--- src/rtl/VX_gpu_pkg.sv ---
// Shared GPU core types used by the CSR drain gate.
// Holds the drain-gate FSM state encoding.
package VX_gpu_pkg;

    typedef enum logic [1:0] {
        IDLE  = 2'd0,
        DRAIN = 2'd1,
        ISSUE = 2'd2
    } csr_drain_state_e;

endpackage

--- src/rtl/vx_csr_drain_gate.sv ---
// Holds one CSR request until its warp has no instructions in flight, then offers it to the CSR unit.
// Latency: 1 cycle accept->out_valid on bypass, >=2 cycles through DRAIN; no same-cycle pass-through.
// Backpressure: in_ready only in IDLE; payload held stable while out_valid && !out_ready. Optional CSR_DRAIN_PERF_EN.
module vx_csr_drain_gate
    import VX_gpu_pkg::*;
#(
    parameter int DATAW       = 128,
    parameter int NW_WIDTH    = 2,
    parameter int DRAIN_LIMIT = 1024
) (
    input  logic                clk,
    input  logic                reset_n,
    input  logic                in_valid,
    output logic                in_ready,
    input  logic [DATAW-1:0]    in_data,
    input  logic [NW_WIDTH-1:0] in_wid,
    input  logic                in_bypass,
    output logic [NW_WIDTH-1:0] alm_empty_wid,
    input  logic                alm_empty,
    output logic                out_valid,
    input  logic                out_ready,
    output logic [DATAW-1:0]    out_data,
    output logic                drain_timeout
`ifdef CSR_DRAIN_PERF_EN
    ,
    output logic [31:0]         drain_stall_cycles
`endif
);

    localparam int CNTW = $clog2(DRAIN_LIMIT + 1);
    localparam logic [CNTW-1:0] LIMIT_C = CNTW'(DRAIN_LIMIT);

    csr_drain_state_e      state_q;
    csr_drain_state_e      state_d;
    logic [DATAW-1:0]      data_q;
    logic [NW_WIDTH-1:0]   wid_q;
    logic                  bypass_q;
    logic [CNTW-1:0]       drain_cnt_q;
    logic                  timeout_q;
    logic                  accept;
    logic                  drain_active;

    assign in_ready      = (state_q == IDLE);
    assign accept        = in_valid && in_ready;
    assign out_valid     = (state_q == ISSUE);
    assign out_data      = data_q;
    assign alm_empty_wid = (state_q == IDLE) ? in_wid : wid_q;
    assign drain_timeout = timeout_q;
    assign drain_active  = (state_q == DRAIN) && !bypass_q;

    always_comb begin
        state_d = state_q;
        case (state_q)
            IDLE:    if (accept) state_d = in_bypass ? ISSUE : DRAIN;
            DRAIN:   if (alm_empty) state_d = ISSUE;
            ISSUE:   if (out_ready) state_d = IDLE;
            default: state_d = IDLE;
        endcase
    end

    always_ff @(posedge clk or negedge reset_n) begin
        if (!reset_n) begin
            state_q <= IDLE;
        end else begin
            state_q <= state_d;
        end
    end

    // Payload bank loads only on acceptance, so it is frozen until the FSM is back in IDLE.
    always_ff @(posedge clk) begin
        if (accept) begin
            data_q   <= in_data;
            wid_q    <= in_wid;
            bypass_q <= in_bypass;
        end
    end

    // Watchdog only reports a stuck drain; it never forces the request out.
    always_ff @(posedge clk or negedge reset_n) begin
        if (!reset_n) begin
            drain_cnt_q <= '0;
            timeout_q   <= 1'b0;
        end else begin
            if (accept && !in_bypass) begin
                drain_cnt_q <= '0;
            end else if (drain_active && (drain_cnt_q != LIMIT_C)) begin
                drain_cnt_q <= drain_cnt_q + 1'b1;
            end
            if (drain_active && (drain_cnt_q >= LIMIT_C - 1'b1)) begin
                timeout_q <= 1'b1;
            end
        end
    end

`ifdef CSR_DRAIN_PERF_EN
    logic [31:0] drain_stall_q;

    always_ff @(posedge clk or negedge reset_n) begin
        if (!reset_n) begin
            drain_stall_q <= '0;
        end else if (state_q == DRAIN) begin
            drain_stall_q <= drain_stall_q + 32'd1;
        end
    end

    assign drain_stall_cycles = drain_stall_q;
`endif

endmodule

--- config.mk ---
export PLATFORM = sky130hd
export DESIGN_NAME = vx_csr_drain_gate
export DESIGN_NICKNAME = d
export VERILOG_FILES = /design/src/rtl/VX_gpu_pkg.sv /design/src/rtl/vx_csr_drain_gate.sv
export SDC_FILE = /design/constraint.sdc
export NUM_CORES = 1
export LEC_CHECK = 0
export CAP_MARGIN = 40
export CORE_MARGIN = 2
export CORE_UTILIZATION = 40
export CTS_BUF_LIST = sky130_fd_sc_hd__clkbuf_8 sky130_fd_sc_hd__clkbuf_16
export CTS_CLUSTER_DIAMETER = 150
export DETAILED_ROUTE_END_ITERATION = 8
export GPL_TIMING_DRIVEN = 0
export HOLD_SLACK_MARGIN = 0.06
export PLACE_DENSITY_LB_ADDON = 0.12
export SKIP_CTS_REPAIR_TIMING = 1
export SYNTH_ARGS = -nofsm -noshare
export SYNTH_HDL_FRONTEND = slang
export SYNTH_SLANG_ARGS = --single-unit
--- constraint.sdc ---
create_clock -name clk -period 6.45 [get_ports clk]
set_input_delay 0.645 -clock clk [delete_from_list [all_inputs] [get_ports clk]]
set_output_delay 0.645 -clock clk [all_outputs]
set_load 0.05 [all_outputs]
==> results_dict.tcl, run 1 <==
set metrics [dict create \
    synth_top_area_share_pct 83.6 \
    fillers 780 \
    hold_class "register to register" \
    synth_most_common_cell "edfxtp_1" \
    syn_area_mm2 0.00471 \
    routed_wl_mm 12.7 \
    grt_pass1_vias 3063 \
    cp_top_family "buffers and inverters" \
    share_seq_of_total_power_pct 40.7 \
    clk_pin_slew_ps 60 \
    setup_viol 0 \
    critPathSlowestCell "clkdlybuf4s50_1" \
    yosysSeqAreaShare_pct 91.0 \
    endpoint_kind "output pin" \
    setup-tns-final_ps 0 \
    insertedDiodeCount 0 \
    h-tree-depth 4 \
    fin_skew_ps 4.64 \
    drtPass1Iterations 4 \
    power_frac_clock_pct 28.7 \
    timing.final.crit_share_pct 45.4 \
    final-max-slew-violation-count 0 \
    synth-edff-count 131 \
    start_kind "register" \
    timing.final.ws_setup_ps 3520 \
    fp.dieH_um 112 \
    drt-wirelength-per-cell_um 19.4 \
    antenna_found_initial 0 \
    initial_core_util_pct 41.1 \
    syn_inst 210 \
    die_area_mm2 0.0127 \
    finalHoldViolCount 0 \
    ys_seq_elements 145 \
    place_hpwl_mm 9.63 \
    cts_tree "yes" \
    top_level_ports 269 \
    cap_violations 0 \
    required_ps 5800 \
    crit_path_cell_trace "nor2_1, mux2_2, clkdlybuf4s50_1" \
    die_w_um 112 \
    yosys_warnings 0 \
    power.internal_mw 2.07 \
    yosysTopAreaCell "edfxtp_1" \
    grt_first_pass_wirelength_mm 18.5 \
    vias 3069 \
    multi_input_area_um2 415 \
    p_switching_mw 1.02 \
    power.density_mw_per_mm2 380 \
    vias_per_cell 4.70 \
    cts_buffer_depth 2 \
    numCtsBuffers 17 \
    switching_share_pct 32.9 \
    seq_area_mm2 0.00428 \
    cts_sinks 145 \
    ys_top_cells_by_area "edfxtp_1 (84%), dfrtp_1 (7.4%), xor2_1 (0.74%)" \
    drc_errors 0 \
    gr-usage-all-layers_pct 20.2 \
    status "finished clean" \
    nNetsFinal 636 \
    finalCriticalPeriod_ps 2930 \
    rows 39 \
    routabilityCongestion 0.762 \
    yosysUniqueCellTypes 30 \
    pwr-share-comb_pct 30.5 \
    grt_max_degree 70 \
    io_buffers 268 \
    cp_num_buf_inv 1 \
    syn2layout_area_growth_pct 72.7 \
    root_buffer "clkbuf_16" \
    cp.arrival_ps 2290 \
    coreArea_mm2 0.0115 \
    total_leakage_power_nw 2.92 \
    async_flop_share_pct 9.66 \
    synth_fp_nets 348 \
    overflow 0 \
    post-place-ws_ps 3740 \
    crit_type "register to output pin" \
    max_slew_margin_pct 43.2 \
    synth_commonest_cells "edfxtp_1 (131), dfrtp_1 (14), nand2_1 (7), nor2_1 (6), o21ai_0 (6)" \
    synth_ff_type "edfxtp_1" \
    critical_path.max_stage_delay_ps 700 \
    drive_above_1_share_pct 5.69 \
    drt_iter0_drc 196 \
    power.total_mw 3.09 \
    avgSynthCellArea_um2 22.4 \
    worst_ir_drop_vdd_v 0.000412 \
    worst_slew_pin_slew_ps 851 \
    path_max_fanout 6 \
    fmaxAchievable_ghz 0.341 \
    rsz0062_at_grt "no" \
    insertion_delay_ps 400 \
    drtAntennaViolNets 0 \
]
-- routing by layer --
layer / track usage, % / up-vias / routed length, um
met5: 0 / - / 0
met4: 7.97 / 0 / 245
met3: 7.29 / 19 / 940
met2: 35.5 / 139 / 6880
met1: 22.3 / 1509 / 4600
li1: - / 1402 / -
-- logic make-up (layout without fill, tap and decap cells) --
| kind of cell | count (synthesis) | count (layout) | synth area share (%) |
|---|---|---|---|
| buffers and inverters | 3 | 303 | 0.239 |
| adder cells (fa/ha/maj) | 2 | 2 | 0.531 |
| AND/OR/NAND/NOR | 37 | 37 | 4.73 |
| multiplexers | 3 | 3 | 0.691 |
| flip-flops | 145 | 145 | 91.0 |
| AO/OA/AOI/OAI | 16 | 16 | 2.07 |
| XOR/XNOR | 4 | 4 | 0.744 |
-- registers in the layout, indices dropped and copies added (netlist names) --
name / flops
wid_q: 2
state_q: 2
drain_cnt_q: 11
out_data: 128
drain_timeout: 1
bypass_q: 1
-- cells in the final DEF (no fill, tap or decap), types with 2 or more instances in the layout --
cell,Yosys,routed
clkdlybuf4s50_1,0,268
edfxtp_1,131,131
clkbuf_16,0,17
dfrtp_1,14,14
nand2_1,7,7
clkinv_1,0,7
nor2_1,6,6
o21ai_0,6,6
inv_1,2,5
nand3_1,5,5
a21oi_1,4,4
xor2_1,4,4
nand4_1,3,3
mux2_2,2,2
and2_1,3,2
or3_1,2,2
o211ai_1,2,2
o31ai_1,2,2
or4_1,2,2
ha_1,2,2
clkinv_2,0,2
bufinv_16,0,2
-- through the flow --
stage | hold slack (ps) | cell area [um2] | std cells | utilization [%]
after global routing | 528 | 8130 | 653 | 70.9
after CTS | 496 | 8130 | 653 | 70.9
after detailed placement | 482 | 7600 | 622 | 66.3
final | 483 | 8130 | 653 | 70.9
after floorplan | 349 | 4710 | 210 | -
after global placement | 475 | 7570 | 621 | 66.0
-- worst paths after layout --
| path | from | to | slack (ps) | cells past startpoint |
|---|---|---|---|---|
| worst max-delay path | state_q[1]$_DFFE_PN0P_ | alm_empty_wid[0] | 3520 | 3 |
| worst min-delay path | drain_timeout$_DFFE_PN0P_ | drain_timeout$_DFFE_PN0P_ | 480 | 2 |
| worst max register to register | state_q[1]$_DFFE_PN0P_ | out_data[64]$_DFFE_PN_ | 4100 | 3 |
| worst min register to register | drain_timeout$_DFFE_PN0P_ | drain_timeout$_DFFE_PN0P_ | 480 | 2 |
| max in group asynchronous | reset_n | drain_timeout$_DFFE_PN0P_ | 5410 | 1 |
| min in group asynchronous | reset_n | drain_cnt_q[1]$_DFFE_PN0P_ | 630 | 1 |
-- worst min-delay path: stages, from the launching register on --
cell	delay [ps]
dfrtp_1	350
a21oi_1	40
o21ai_0	60
-- power groups by stage --
stage	clock [mW]	combinational (mW)	sequential, mW
after detailed placement	0	0.950	1.28
after CTS	0.903	0.953	1.26
after floorplan	0	0.132	1.73
after global routing	0.946	0.974	1.27
after global placement	0	0.930	1.30
final	0.888	0.943	1.26
-- cell type report --
type,count,share of cell area (%)
Sequential cell,145,52.7
Multi-Input combinational cell,62,5.11
Clock buffer,17,5.23
Timing Repair Buffer,269,33.3
Tap cell,143,2.20
Inverter,2,0.0923
Buffer,1,0.0462
Clock inverter,14,1.32
Note: power is estimated with default switching activity, not from simulation.
==> inputs of run 2 (changes only) <==
--- a/config.mk
+++ b/config.mk
@@ -7,7 +7,7 @@
 export LEC_CHECK = 0
 export CAP_MARGIN = 40
 export CORE_MARGIN = 2
-export CORE_UTILIZATION = 40
+export CORE_UTILIZATION = 34
 export CTS_BUF_LIST = sky130_fd_sc_hd__clkbuf_8 sky130_fd_sc_hd__clkbuf_16
 export CTS_CLUSTER_DIAMETER = 150
 export DETAILED_ROUTE_END_ITERATION = 8
==> constraint.sdc (replaced) <==
create_clock -name clk -period 2.4 [get_ports clk]
set_input_delay 0.24 -clock clk [delete_from_list [all_inputs] [get_ports clk]]
set_output_delay 0.24 -clock clk [all_outputs]
set_load 0.05 [all_outputs]
==> run 2 against run 1 <==
Cell area increased by 1.5%. Critical path depth decreased by 1. Cell count grew 5.4%. Via count down 0.81%. Global-route usage is 3.4 points lower. Power rose to 2.8 times the previous value. Sequential share of layout area decreased by 0.80 points. Clock skew hardly changed. Critical path type unchanged. Largest cell class unchanged. Largest power group unchanged.
==> results_dict.tcl, run 2 (same netlist as run 1, synthesis figures left out) <==
set metrics [dict create \
    hold_class "primary input to async pin" \
    status "finished clean" \
    syn2layout_area_growth_pct 75.4 \
    worst_slew_pin_slew_ps 815 \
    rsz0062_at_grt "no" \
    cts_sinks 145 \
    io_buffers 268 \
    largest_reg_flops 128 \
    final-max-slew-violation-count 0 \
    fin_skew_ps 4.98 \
    fin_util_pct 61.6 \
    cts_buffer_depth 2 \
    rr_endpoint "out_data[34]$_DFFE_PN_" \
    fillers 1005 \
    drtPass1Iterations 4 \
    total_leakage_power_nw 2.97 \
    grt_max_degree 62 \
    drtAntennaViolNets 0 \
    insertedDiodeCount 0 \
    fp.dieH_um 122 \
    nNetsFinal 637 \
    required_ps 2160 \
    vias_per_cell 4.42 \
    die_area_mm2 0.0148 \
    routabilityCongestion 0.787 \
    antenna_found_initial 0 \
    start_kind "register" \
    die_w_um 122 \
    vias 3044 \
    initial_core_util_pct 35.1 \
    r2r_start "state_q[1]$_DFFE_PN0P_" \
    ff2ff_setup_slack_ps 320 \
    coreArea_mm2 0.0134 \
    grt_first_pass_wirelength_mm 17.6 \
    numCtsBuffers 17 \
    reg2reg_depth 4 \
    drt-wirelength-per-cell_um 18.5 \
    setup_viol 0 \
    timing.final.crit_share_pct 90.4 \
    cts_tree "yes" \
    max_slew_margin_pct 45.5 \
    worst_ir_drop_vdd_v 0.000568 \
    place_hpwl_mm 9.65 \
    power_frac_clock_pct 30.1 \
    clk_pin_slew_ps 60 \
    power.total_mw 8.51 \
    drc_errors 0 \
    h-tree-depth 4 \
    path_max_fanout 7 \
    top_level_ports 269 \
    finalCriticalPeriod_ps 2170 \
    crit_type "register to output pin" \
    timing.final.ws_setup_ps 230 \
    power.internal_mw 5.71 \
    fmaxAchievable_ghz 0.461 \
    mostFrequentLayoutCell "clkdlybuf4s50_1" \
    finalHoldViolCount 0 \
    grt_pass1_vias 2958 \
    drt_iter0_drc 194 \
    rows 42 \
    routed_wl_mm 12.8 \
    cap_violations 0 \
    final_cell_mix "clkdlybuf4s50_1 (266), edfxtp_1 (131), clkbuf_16 (17), dfrtp_1 (14), nand2_1 (7)" \
    switching_share_pct 32.8 \
    p_switching_mw 2.79 \
    overflow 0 \
    cp.arrival_ps 1930 \
    post-place-ws_ps 214 \
    endpoint_kind "output pin" \
    drive_above_1_share_pct 7.42 \
    root_buffer "clkbuf_16" \
    power.density_mw_per_mm2 1030 \
    pwr-share-comb_pct 30.2 \
    gr-usage-all-layers_pct 16.7 \
    insertion_delay_ps 410 \
    share_seq_of_total_power_pct 39.7 \
]
[run 2: changes by cell type in the layout (fill, tap and decap cells not counted), moves of 2 or more]
cell,before,now
clkinv_2,2,6
dlymetal6s2s_1,0,2
clkinv_1,7,2
clkdlybuf4s50_1,268,266
[run 2: area by class of cell]
cell class                      count  area [um2]  area share [%]
Multi-Input combinational cell     62         423            5.12
Sequential cell                   145        4280            51.9
Clock inverter                     15         151            1.83
Timing Repair Buffer              270        2740            33.2
Inverter                            2        7.51          0.0909
Clock buffer                       17         425            5.15
Tap cell                          176         220            2.67
Buffer                              1        3.75          0.0455
[run 2: layer usage]
| layer | vias to the layer above | track usage [%] | part of all wire (%) |
|---|---|---|---|
| li1 | 1404 | - | - |
| met1 | 1476 | 17.2 | 35 |
| met2 | 147 | 29.9 | 55 |
| met3 | 17 | 6.74 | 8.7 |
| met4 | 0 | 7.47 | 1.9 |
| met5 | - | 0 | 0 |
[run 2: worst max-delay path by stage]
stage	start	end	slack (ps)	cells after the start
2_1_floorplan	state_q[1]$_DFFE_PN0P_	bypass_q$_DFFE_PN_	110	2
3_3_place_gp	in_valid	out_data[18]$_DFFE_PN_	-160	2
3_5_place_dp	in_valid	out_data[74]$_DFFE_PN_	210	4
4_1_cts	state_q[1]$_DFFE_PN0P_	alm_empty_wid[0]	-30	3
5_1_grt	state_q[0]$_DFFE_PN0P_	out_valid	140	2
6_report	state_q[0]$_DFFE_PN0P_	out_valid	230	2
[run 2: stage by stage]
step	instance area (um2)	cells	hold WS (ps)	setup TNS, ps
6_report	8260	688	232	0
5_1_grt	8260	688	268	0
4_1_cts	8250	688	224	-48.5
3_5_place_dp	7680	656	473	0
3_3_place_gp	7620	654	484	-20250
2_1_floorplan	4720	210	-55.6	0
[run 2: power groups by stage]
stage / combinational, mW / sequential (mW) / clock [mW]
after floorplan: 0.364 / 4.61 / 0
final: 2.57 / 3.38 / 2.56
after global placement: 2.52 / 3.44 / 0
after CTS: 2.60 / 3.38 / 2.63
after detailed placement: 2.59 / 3.43 / 0
after global routing: 2.66 / 3.41 / 2.73
[run 2: critical path: stages (launching register included)]
cell	delay, ps
dfrtp_1	470
and2b_2	260
clkdlybuf4s50_1	800
